File: src/rtl/dreg_pkg.sv
// Shared constants and helpers for the dreg_pipe elastic register pipeline.
package dreg_pkg;

    localparam int DREG_WIDTH = 8;
    localparam int DREG_DEPTH = 3;

    // Bits needed to count 0..depth valid stages.
    function automatic int occ_width(input int depth);
        return $clog2(depth + 1);
    endfunction

endpackage

File: src/rtl/dreg_pipe_stage.sv
// One pipeline stage: valid + data register that loads whenever it is ready.
module dreg_pipe_stage
    import dreg_pkg::*;
#(
    parameter int               WIDTH       = DREG_WIDTH,
    parameter logic [WIDTH-1:0] RESET_VALUE = '0
) (
    input  logic             clk,
    input  logic             reset_n,
    input  logic             flush,
    input  logic             up_valid,
    input  logic [WIDTH-1:0] up_data,
    input  logic             dn_ready,
    output logic             stg_ready,
    output logic             valid,
    output logic [WIDTH-1:0] data
);

    logic             valid_d, valid_q;
    logic [WIDTH-1:0] data_d,  data_q;

    // An empty stage always accepts, so bubbles collapse under back-pressure.
    assign stg_ready = !valid_q || dn_ready;
    assign valid     = valid_q;
    assign data      = data_q;

    // Next state: flush clears, otherwise load when ready; data only moves with a valid word.
    always_comb begin
        valid_d = valid_q;
        data_d  = data_q;
        if (flush) begin
            valid_d = 1'b0;
            data_d  = RESET_VALUE;
        end else if (stg_ready) begin
            valid_d = up_valid;
            if (up_valid) data_d = up_data;
        end
    end

    // Stage register, discarded immediately on reset.
    always_ff @(posedge clk or negedge reset_n) begin
        if (!reset_n) begin
            valid_q <= 1'b0;
            data_q  <= RESET_VALUE;
        end else begin
            valid_q <= valid_d;
            data_q  <= data_d;
        end
    end

endmodule

File: src/rtl/dreg_pipe.sv
// WIDTH-bit, DEPTH-stage registered pipeline with valid/ready flow control,
// bubble collapsing, synchronous flush and a registered occupancy count.
module dreg_pipe
    import dreg_pkg::*;
#(
    parameter int               WIDTH       = DREG_WIDTH,
    parameter int               DEPTH       = DREG_DEPTH,
    parameter logic [WIDTH-1:0] RESET_VALUE = '0
) (
    input  logic                          clk,
    input  logic                          reset_n,
    input  logic                          flush,
    input  logic                          in_valid,
    output logic                          in_ready,
    input  logic [WIDTH-1:0]              in_data,
    output logic                          out_valid,
    input  logic                          out_ready,
    output logic [WIDTH-1:0]              out_data,
    output logic [occ_width(DEPTH)-1:0]   occupancy
);

    localparam int OW = occ_width(DEPTH);

    logic [DEPTH-1:0]            up_valid;
    logic [DEPTH-1:0][WIDTH-1:0] up_data;
    logic [DEPTH:0]              rdy;
    logic [DEPTH-1:0]            vld_pipe;
    logic [DEPTH-1:0][WIDTH-1:0] dat_pipe;

    logic          in_xfer, out_xfer;
    logic [OW-1:0] occ_d, occ_q;

    // Flush blocks the producer so the word offered that cycle is dropped.
    assign rdy[DEPTH]  = out_ready;
    assign in_ready    = rdy[0] && !flush;
    assign up_valid[0] = in_valid && !flush;
    assign up_data[0]  = in_data;

    assign out_valid = vld_pipe[DEPTH-1];
    assign out_data  = dat_pipe[DEPTH-1];

    genvar i;
    generate
        for (i = 0; i < DEPTH; i++) begin : g_stage
            if (i > 0) begin : g_link
                assign up_valid[i] = vld_pipe[i-1];
                assign up_data[i]  = dat_pipe[i-1];
            end
            dreg_pipe_stage #(
                .WIDTH       (WIDTH),
                .RESET_VALUE (RESET_VALUE)
            ) u_stage (
                .clk       (clk),
                .reset_n   (reset_n),
                .flush     (flush),
                .up_valid  (up_valid[i]),
                .up_data   (up_data[i]),
                .dn_ready  (rdy[i+1]),
                .stg_ready (rdy[i]),
                .valid     (vld_pipe[i]),
                .data      (dat_pipe[i])
            );
        end
    endgenerate

    assign in_xfer   = in_valid && in_ready;
    assign out_xfer  = out_valid && out_ready;
    assign occupancy = occ_q;

    // Occupancy tracks accepted words; an output during flush is honoured but the count still clears.
    always_comb begin
        occ_d = occ_q;
        if (flush) occ_d = '0;
        else       occ_d = occ_q + OW'(in_xfer) - OW'(out_xfer);
    end

    // Occupancy register, updated on the same edge as the stage valids.
    always_ff @(posedge clk or negedge reset_n) begin
        if (!reset_n) occ_q <= '0;
        else          occ_q <= occ_d;
    end

endmodule

File: config.mk
export PLATFORM = sky130hd
export DESIGN_NAME = dreg_pipe
export DESIGN_NICKNAME = d
export VERILOG_FILES = /design/src/rtl/dreg_pkg.sv /design/src/rtl/dreg_pipe_stage.sv /design/src/rtl/dreg_pipe.sv
export SDC_FILE = /design/constraint.sdc
export NUM_CORES = 1
export LEC_CHECK = 0
export CORE_MARGIN = 10
export CORE_UTILIZATION = 50
export DETAILED_ROUTE_END_ITERATION = 6
export HOLD_SLACK_MARGIN = 0.15
export PLACE_DENSITY_LB_ADDON = 0.2
export SYNTH_ARGS = -nofsm -noshare
export SYNTH_HDL_FRONTEND = slang
export SYNTH_SLANG_ARGS = --single-unit
File: constraint.sdc
create_clock -name clk -period 2.39 [get_ports clk]
set_input_delay 0.478 -clock clk [delete_from_list [all_inputs] [get_ports clk]]
set_output_delay 0.478 -clock clk [all_outputs]
set_load 0.03 [all_outputs]
**Word level (Yosys, flattened, before mapping)**

Cells that the tools add are included.

- Input port bits: 13
- Word-level logic and storage cells: 45
- Register bits: 29
- Output and inout port bits: 12

- $add $sub $neg: 2
- Reductions and logical operators: 20
- Muxes and demuxes: 16

Operators by type and width:

| operator | number |
|---|---|
| $mux 8 | 9 |
| $reduce_bool 2->1 | 6 |
| $mux 1 | 6 |
| $reduce_and 2->1 | 3 |
| $logic_and 1x1->1 | 4 |
| $logic_not 1->1 | 4 |
| $logic_or 1x1->1 | 3 |
| $add 2x1->2 | 1 |
| $mux 2 | 1 |
| $sub 2x1->2 | 1 |

**Depth between registers and ports, before layout**

Gate-level depths: netlist of run 1.

- Depth after elaboration: 9
- Mapped depth: 8
- Mapped depth without buffers: 8

**Hierarchy**

Synthesis of run 1 repeated with hierarchy kept, for this count alone.

- Cells, all modules: 135
- Area total of the unflattened synthesis: 1594.0 um2

By module, submodules not included:

| module | seq. area each (um2) | area each (um2) | instances | cells each |
|---|---|---|---|---|
| dreg_pipe_stage | 225.2 | 486.7 | 3 | 41 |
| dreg_pipe | 50.0 | 133.9 | 1 | 12 |

**Worst setup path before layout of run 1**

OpenSTA, ideal clock, no wires.

- Path type: register -> register
- Start point: register g_stage[2].u_stage.valid_q
- End point: register occ_q[1] (netlist: occupancy[1])
- Arrival: 1782 ps
- Period minus slack after synthesis: 1914 ps
- Path buffers: 0
- Stages on the path, launching flop included: 9
- Path slack: 476 ps
- Required time: 2258 ps
- Setup time: 132 ps
- Path through: dfrtp_1 nand4b_4 nor3b_4 inv_1 ha_1 inv_1 ha_1 xnor2_1 nor2_1

- Word-level cells in the longest chain between the ends: 9
- Elaborated cells between the ends (all ways): 10
- Those cells by class: add/sub: 2; mux: 1; reduce/logical: 7

Ends and longest elaborated chain:

| item | RTL line | text |
|---|---|---|
| start: declaration | dreg_pipe_stage.sv:19 | `logic valid_d, valid_q;` |
| start signal: assignment | dreg_pipe_stage.sv:46 | `valid_q <= valid_d;` |
| $logic_not 1->1 | dreg_pipe_stage.sv:23 | `assign stg_ready = !valid_q \|\| dn_ready;` |
| $logic_or 1x1->1 (3 in a row) | dreg_pipe_stage.sv:23 |  |
| $logic_and 1x1->1 | dreg_pipe.sv:35 | `assign in_ready = rdy[0] && !flush;` |
| $logic_and 1x1->1 | dreg_pipe.sv:66 | `assign in_xfer = in_valid && in_ready;` |
| $add 2x1->2 | dreg_pipe.sv:74 | `else occ_d = occ_q + OW'(in_xfer) - OW'(out_xfer);` |
| $sub 2x1->2 * | dreg_pipe.sv:74 |  |
| $mux 2 * | dreg_pipe.sv:73 | `if (flush) occ_d = '0;` |
| via occ_d[1] | dreg_pipe.sv:31 | `logic [OW-1:0] occ_d, occ_q;` |
| end signal: assignment | dreg_pipe.sv:79 | `if (!reset_n) occ_q <= '0;` |
| end signal: assignment | dreg_pipe.sv:80 | `else occ_q <= occ_d;` |
| end: declaration | dreg_pipe.sv:31 |  |

The timed path passes the listed nets; every way through them passes the cells marked *.
A chain may end at the register's enable or synchronous reset.

**Worst setup path in the final report of run 1**

- Start point: register g_stage[2].u_stage.valid_q
- End point: output port out_valid

RTL lines:

| item | RTL line | text |
|---|---|---|
| end: declaration | dreg_pipe.sv:16 | `output logic out_valid,` |

No word-level cell between the ends.

==> out/metrics.yaml, run 1 <==
drive_gt1_share_pct: 12.6
layout_common_cells: "29 x dfrtp_1, 23 x clkdlybuf4s50_1, 16 x a22o_1, 11 x a21oi_1"
ys_seq_elements: 29
tritoncts: "built"
p_leak_nw: 0.740
slew_violations: 0
cts_hold_buf: 0
slowest_delay_ns: 0.74
grt_use_total_pct: 9.37
finalPower_w: 0.000912
reg2reg_depth: 7
synth_cell_types: 22
layout_commonest_cell: "dfrtp_1"
grt_pass1_vias: 855
cts.htree.levels: 2
hold_violations: 0
post_cts_resized: 0
mappedNetlistArea_um2: 1300
timing.rr.end: "occupancy[0]"
viasPerCell: 5.27
fin_crit_ns: 2.03
max_freq_mhz: 493
wl_per_cell_um: 14.6
timing.reg2reg.setup_slack_ns: 0.55
fin_ws_ns: 0.362
diodes: 0
max-cap-violations: 0
postSynthCellCount: 105
grt.overflow.total: 0
cp_top_family: "buffers and inverters"
arrival_ns: 1.55
path_cells: "clkdlybuf4s50_1"
io_buffers: 24
path_max_fanout: 6
cp_slowest_cell: "clkdlybuf4s50_1"
ioPinCount: 25
status: "complete, no violations"
powerDensity_nw_per_um2: 583
layout.nets: 142
start_util_pct: 52.4
drcViolationCount: 0
core_um2: 2480
setup_viol: 0
die_x_um: 71.0
ir_worst_vdd_mv: 0.375
path_buf_inv: 1
skew_ns: 0.00505
maxSlewHeadroom_pct: 70.9
drt_first_pass_iters: 5
syn_to_final_growth_pct: 20.5
clk_latency_ns: 0.30
final.setup.tns_ns: 0
vias: 828
yosysWarningCount: 0
fin_crit_sh_pct: 84.9
final_cells: 157
routed_wl_um: 2290
rows: 18
grt_max_degree: 30
die_h_um: 71.0
pre_cts_slack_ns: 0.110
place_inst: 150
cp_num_cells: 1
grt_setup_unrepaired: "no"
drt_iter0_drc: 49
post_cts_buffers: 0
drtAntennaViolNets: 0
gp_congestion: 0.735
rr_startpoint: "g_stage[1].u_stage.valid"
synth-seq-area-share_pct: 55.9
hold_class: "reg -> reg"
grt_pass1_wl_um: 3970
dp_hpwl_um: 1740
cp-endpoint: "out_valid"
multiInputGateArea_um2: 468
cts_buffers: 5
tightest_slew_ns: 0.436
cp-startpoint: "g_stage[2].u_stage.valid"
synth.avg_cell_area_um2: 12.4
clk_pin_slew_ns: 0.08
cp-end-kind: "output port"
cp.required_ns: 1.91
grt_antenna_before_repair: 0
worstSetupPathType: "reg -> out"
root_buffer: "clkbuf_4"
whs_ns: 0.506
fillers: 207
design.die.area_um2: 5040
seq_area_um2: 726
start_kind: "flip-flop"
cts_sinks: 29
cts_max_path_buffers: 2
syn_nets: 120
[cell usage after synthesis]
cell | count | area share (%)
dfrtp_1 | 29 | 56
a22o_1 | 16 | 11
a21oi_1 | 11 | 4.2
buf_4 | 9 | 5.2
nand3_1 | 8 | 3.1
o21ai_0 | 8 | 3.1
inv_1 | 5 | 1.4
a21oi_4 | 2 | 2.5
ha_1 | 2 | 1.9
nor2b_1 | 2 | 0.96
nor3b_4 | 2 | 2.9
and2_1 | 1 | 0.48
and2b_1 | 1 | 0.58
buf_1 | 1 | 0.29
buf_6 | 1 | 0.87
clkbuf_1 | 1 | 0.29
nand2b_1 | 1 | 0.48
nand3b_4 | 1 | 1.5
nand4b_4 | 1 | 1.8
nor2_1 | 1 | 0.29
xnor2_1 | 1 | 0.67
xor2_1 | 1 | 0.67
[cells by family after synthesis]
kind of cell	Yosys count	share of synthesized area, %
DFF	29	55.9
xor gates and xnor gates	2	1.35
buffers and inverters	17	8.09
and+or+nand+nor	18	12.1
adders and majority gates	2	1.93
AOI/OAI and AO/OA	37	20.6
[power breakdown]
part | total, W | internal (W) | switching, W | leakage (nW)
sequential | 0.000522 | 0.000507 | 0.0000152 | 0.396
combinational | 0.000103 | 0.0000508 | 0.0000524 | 0.312
clock | 0.000287 | 0.000139 | 0.000148 | 0.0314
total | 0.000912 | 0.000696 | 0.000215 | 0.740
[metal layers]
metal  GRT usage (%)  share of wire, %  routed length (um)  vias to the layer above
met5               0                 0                   0                        -
met4            1.94              0.17                   4                        0
met3            5.44               6.8                 155                        2
met2            14.1                44                1020                       20
met1            11.3                49                1110                      391
li1                -                 -                   -                      415
[per-stage QoR]
stage	utilization (%)	area [um^2]
finish	63.2	1570
global route	63.2	1570
CTS	63.2	1570
detailed placement	61.0	1510
global placement	61.0	1510
floorplan	-	1300
[layout make-up]
type | instances | share of cell area (%)
inverter | 5 | 1.20
timing repair buffer | 27 | 16.6
multi-input combinational | 59 | 29.9
tap | 30 | 2.40
sequential | 29 | 46.4
clock buffer | 7 | 3.52
[registers in the layout (all words and copies together), names as in the netlist]
name and cells:
occupancy 2, g_stage.u_stage.data 24, g_stage.u_stage.valid 3
[worst min-delay path by stage]
stage / start / endpoint / cells past startpoint
finish: g_stage[0].u_stage.data[2] / g_stage[0].u_stage.data[2] / 1
CTS: g_stage[1].u_stage.data[1] / g_stage[1].u_stage.data[1] / 1
detailed placement: g_stage[1].u_stage.data[1] / g_stage[1].u_stage.data[1] / 1
global route: g_stage[0].u_stage.data[6] / g_stage[0].u_stage.data[6] / 1
floorplan: reset_n / g_stage[0].u_stage.data[0] / 0
global placement: g_stage[0].u_stage.data[0] / g_stage[0].u_stage.data[0] / 1
(Power assumes the default switching activity.)
==> run 2: changes to the inputs <==
- clock period: 2.39 -> 1.99 ns (I/O delays scaled with it)
==> run 2 against run 1 <==
Against the previous run:
- total power rose by 18%
- register-to-register slack got worse by 0.25 ns
- critical endpoint is now in_ready
- core utilization is 1.0 points higher
- global-route usage rose by 0.60 points
- non-clock buffer count rose by 4
- combinational power increased by 27%
- via count grew 2.7%
- clock power up 13%
- routed wire length rose by 5.8%
- setup slack got worse by 0.25 ns
==> out/metrics.yaml, run 2 (same netlist as run 1, synthesis figures left out) <==
cp-end-kind: "output port"
grt_use_total_pct: 9.98  # +0.60 points
core_um2: 2480  # unchanged
grt_antenna_before_repair: 0  # unchanged
grt_pass1_wl_um: 4170  # +5.2%
max-cap-violations: 0  # unchanged
p_leak_nw: 0.764  # +3.2%
final_core_util_pct: 64.2  # +1.0 points
vias: 850  # +2.7%
cts_sinks: 29  # unchanged
skew_ns: 0.00746  # +0.00241 ns
cts_max_path_buffers: 2  # unchanged
largest_reg_flops: 24  # unchanged
diodes: 0  # unchanged
grt_max_degree: 30  # unchanged
cp-startpoint: "flush"
drive_gt1_share_pct: 15.9  # +3.3 points
grt_pass1_vias: 899  # +5.1%
tritoncts: "built"
clk_pin_slew_ns: 0.09  # about the same
hold_violations: 0  # unchanged
syn_to_final_growth_pct: 22.4
ir_worst_vdd_mv: 0.518  # +38%
postLayoutCellArea_um2: 1590  # +1.6%
start_kind: "input port"
drcViolationCount: 0  # unchanged
hold_class: "in -> async"
rows: 18  # unchanged
post_cts_resized: 1  # +1
cts_hold_buf: 0  # unchanged
final_cells: 162  # +3.2%
gp_congestion: 0.739  # +0.59%
root_buffer: "clkbuf_4"
rr_startpoint: "g_stage[2].u_stage.valid"
cp.required_ns: 1.59  # -0.32 ns
cts_buffers: 5  # unchanged
dp_hpwl_um: 1850  # +6.5%
ioPinCount: 25  # unchanged
start_util_pct: 52.4  # unchanged
drt_iter0_drc: 32  # -35%
drt_first_pass_iters: 2  # -3
slew_violations: 0  # unchanged
path_max_fanout: 17  # +11
design.die.area_um2: 5040  # unchanged
tightest_slew_ns: 0.351  # -0.0849 ns
fin_crit_ns: 1.88
grt.overflow.total: 0  # unchanged
clk_latency_ns: 0.31  # about the same
arrival_ns: 1.48  # -0.07 ns
routed_wl_um: 2420  # +5.8%
fillers: 212  # +2.4%
drtAntennaViolNets: 0  # unchanged
setup_viol: 0  # unchanged
die_h_um: 71.0  # unchanged
io_buffers: 24  # unchanged
layout_commonest_cell: "dfrtp_1"
post_cts_buffers: 0  # unchanged
grt_setup_unrepaired: "no"
powerDensity_nw_per_um2: 678  # +16%
layout_common_cells: "29 x dfrtp_1, 22 x clkdlybuf4s50_1, 16 x a22o_1, 11 x a21oi_1"
maxSlewHeadroom_pct: 76.6  # +5.7 points
max_freq_mhz: 531
fin_crit_sh_pct: 94.6
cts.htree.levels: 2  # unchanged
viasPerCell: 5.25  # -0.51%
place_inst: 154  # +2.7%
die_x_um: 71.0  # unchanged
placed_cell_area_um2: 1540  # +2.0%
worstSetupPathType: "in -> out"
wl_per_cell_um: 14.9  # +2.6%
status: "complete, no violations"
seq_area_um2: 726  # unchanged
multiInputGateArea_um2: 468  # unchanged
layout.nets: 146  # +2.8%
[run 2: changes by cell type in the layout (fill, tap and decap cells not counted), sizes merged]
cell,previous run,this run
clkbuf,7,6
clkinv,0,2
clkdlybuf4s50,23,22
dlygate4sd2,0,1
buf,4,8
[run 2: final timing paths]
check	to	cells past startpoint	slack (ns)
setup / recovery	in_ready	4	0.11
hold / removal	g_stage[2].u_stage.data[4]	2	0.45
setup reg to reg	occupancy[0]	7	0.30
hold reg to reg	g_stage[0].u_stage.data[0]	1	0.51
max in group asynchronous	g_stage[0].u_stage.data[3]	2	1.27
min in group clk	g_stage[0].u_stage.data[0]	1	0.51
[run 2: layout make-up]
class | count | share of cell area [%]
tap | 30 | 2.36
timing repair buffer | 31 | 18.2
clock inverter | 2 | 0.629
clock buffer | 6 | 2.60
multi-input combinational | 59 | 29.4
inverter | 5 | 1.18
sequential | 29 | 45.6
[run 2: where the power goes]
group	switching [W]	total (W)	internal, W
combinational	0.0000669	0.000131	0.0000639
clock	0.000189	0.000323	0.000134
sequential	0.0000161	0.000625	0.000609
[run 2: metrics by stage]
step | setup TNS (ns) | hold slack (ns) | total power (W) | setup slack, ns
5_1_grt | 0 | 0.469 | 0.00114 | 0.0632
4_1_cts | 0 | 0.449 | 0.00109 | 0.108
2_1_floorplan | 0 | 0.102 | 0.000703 | 0.0763
3_3_place_gp | -0.0884 | 0.487 | 0.000765 | -0.0463
3_5_place_dp | -0.223 | 0.491 | 0.000770 | -0.118
6_report | 0 | 0.448 | 0.00108 | 0.108
[run 2: routing by layer]
metal | share of wire, % | GRT usage (%) | vias up
met2 | 47 | 15.6 | 25
met5 | 0 | 0 | -
met1 | 46 | 11.4 | 397
met4 | 0.25 | 4.30 | 0
met3 | 6.7 | 4.60 | 2
li1 | - | - | 426
[run 2: critical path, cell delays in order]
cell and delay, ns:
clkdlybuf4s50_1 0.55, buf_4 0.29, nor2b_1 0.08, buf_4 0.17
==> run 3: changes to the inputs <==
- CORE_UTILIZATION: 50 -> 53
- CTS_BUF_LIST: not set -> sky130_fd_sc_hd__clkbuf_8
==> run 3 against run 2 <==
Against the previous run:
- total power rose by 12%
- non-clock buffer count did not move
- global-route usage rose by 1.2 points
- core utilization rose by 7.0 points
- largest power group unchanged
- final area rose by 1.9%
- via count rose by 2.4%
==> out/metrics.yaml, run 3 (same netlist as run 1, synthesis figures left out) <==
cts_buffers: 5  # unchanged
tightest_slew_ns: 0.345  # -0.00670 ns
drtAntennaViolNets: 0  # unchanged
hold_class: "reg -> reg"
switching_share_pct: 24.4  # -0.74 points
grt_pass1_vias: 972  # +8.1%
cp-end-kind: "output port"
layout.nets: 146  # unchanged
max_freq_mhz: 523  # -1.6%
cp_top_family: "buffers and inverters"
grt.overflow.total: 0  # unchanged
drive_gt1_share_pct: 15.9  # unchanged
arrival_ns: 1.51  # +0.03 ns
p_comb_share_pct: 11.0  # -1.1 points
tritoncts: "built"
core_um2: 2280  # -8.1%
viasPerCell: 5.44  # +3.6%
cts_hold_buf: 0  # unchanged
slew_violations: 0  # unchanged
diodes: 0  # unchanged
ioPinCount: 25  # unchanged
drt_iter0_drc: 46  # +44%
worstSetupPathType: "reg -> out"
drcViolationCount: 0  # unchanged
grt_use_total_pct: 11.1  # +1.2 points
start_kind: "flip-flop"
post_cts_buffers: 0  # unchanged
setup_viol: 0  # unchanged
clk_pin_slew_ns: 0.06  # -0.03 ns
powerDensity_nw_per_um2: 744  # +9.7%
start_util_pct: 57.1  # +4.6 points
design.die.area_um2: 4830  # -4.1%
layout_common_cells: "29 x dfrtp_1, 23 x clkdlybuf4s50_1, 16 x a22o_1, 11 x a21oi_1"
status: "complete, no violations"
grt_setup_unrepaired: "no"
cts_max_path_buffers: 2  # unchanged
p_seq_share_pct: 51.9  # -6.0 points
post_cts_resized: 0  # -1
switchingPower_w: 0.000295  # +8.5%
largest_reg_flops: 24  # unchanged
cts.htree.levels: 2  # unchanged
hold_violations: 0  # unchanged
reg2reg_depth: 7  # unchanged
path_max_fanout: 6  # -11
max-cap-violations: 0  # unchanged
io_buffers: 24  # unchanged
internal_power_w: 0.000911  # +13%
slowest_delay_ns: 0.74  # +0.19 ns
final_core_util_pct: 71.2  # +7.0 points
root_buffer: "clkbuf_8"
fin_crit_ns: 1.91  # +0.0307 ns
layout_commonest_cell: "dfrtp_1"
ir_worst_vdd_mv: 0.503  # -3.0%
skew_ns: 0.00529  # -0.00217 ns
path_cells: "clkdlybuf4s50_1"
final.setup.tns_ns: 0  # unchanged
cp_num_cells: 1  # -3
vias: 870  # +2.4%
clockPowerShare_pct: 37.1  # +7.2 points
rows: 17  # -1
gp_congestion: 0.692  # -6.3%
clk_latency_ns: 0.27  # -0.04 ns
die_x_um: 69.5  # -2.1%
wl_per_cell_um: 15.4  # +2.9%
die_h_um: 69.5  # -2.1%
routed_wl_um: 2460  # +1.7%
grt_max_degree: 30  # unchanged
place_inst: 152  # -1.3%
drt_first_pass_iters: 2  # unchanged
p_leak_nw: 0.776  # +1.7%
placed_cell_area_um2: 1540  # -0.16%
final_cells: 160  # -1.2%
dp_hpwl_um: 1860  # +0.57%
maxSlewHeadroom_pct: 77.0  # +0.45 points
cp.required_ns: 1.59  # about the same
syn_to_final_growth_pct: 24.8
fin_crit_sh_pct: 96.1  # +1.5 points
cp_slowest_cell: "clkdlybuf4s50_1"
grt_antenna_before_repair: 0  # unchanged
path_buf_inv: 1  # -2
grt_pass1_wl_um: 4390  # +5.1%
postLayoutCellArea_um2: 1620  # +1.9%
cts_sinks: 29  # unchanged
hold_depth: 1
-- run 3: cell types whose count changed in the layout (fill, tap and decap cells not counted), sizes merged --
| cell | before | now |
|---|---|---|
| clkbuf | 6 | 5 |
| inv | 5 | 6 |
| dlygate4sd2 | 1 | 0 |
| clkdlybuf4s50 | 22 | 23 |
-- run 3: stage by stage --
| stage | worst slack [ns] | total power, W | hold WS, ns |
|---|---|---|---|
| 2_1_floorplan | 0.0763 | 0.000703 | 0.102 |
| 3_3_place_gp | -0.0459 | 0.000765 | 0.487 |
| 3_5_place_dp | -0.130 | 0.000771 | 0.485 |
| 4_1_cts | 0.0584 | 0.00122 | 0.504 |
| 5_1_grt | 0.0263 | 0.00127 | 0.526 |
| 6_report | 0.0772 | 0.00121 | 0.504 |
-- run 3: per-layer routing --
metal / share of wire [%] / track usage (%) / vias to the layer above
met5: 0 / 0 / -
met4: 0.73 / 5.99 / 0
met3: 6.5 / 5.42 / 2
met2: 48 / 16.8 / 26
met1: 45 / 12.6 / 416
li1: - / - / 426
-- run 3: cell type report --
class | instances | area (um^2)
sequential | 29 | 726
fill | 173 | 656
multi-input combinational | 59 | 468
timing repair buffer | 31 | 290
clock buffer | 5 | 68.8
tap | 28 | 35.0
inverter | 5 | 18.8
clock inverter | 3 | 13.8
-- run 3: final timing paths --
path,startpoint,end,slack [ns]
max in group asynchronous,reset_n,g_stage[2].u_stage.data[2],1.23
max reg2reg,g_stage[2].u_stage.valid,occupancy[0],0.29
min in group asynchronous,reset_n,g_stage[2].u_stage.data[4],0.51
min,g_stage[0].u_stage.data[2],g_stage[0].u_stage.data[2],0.50
max,g_stage[2].u_stage.valid,out_valid,0.08
min reg2reg,g_stage[0].u_stage.data[2],g_stage[0].u_stage.data[2],0.50
-- run 3: power by group through the flow --
| stage | registers [W] | clock network (W) | logic (W) |
|---|---|---|---|
| after floorplan | 0.000642 | 0 | 0.0000610 |
| after global placement | 0.000636 | 0 | 0.000129 |
| after detailed placement | 0.000637 | 0 | 0.000134 |
| after CTS | 0.000627 | 0.000457 | 0.000135 |
| after global routing | 0.000629 | 0.000495 | 0.000146 |
| final | 0.000626 | 0.000447 | 0.000132 |
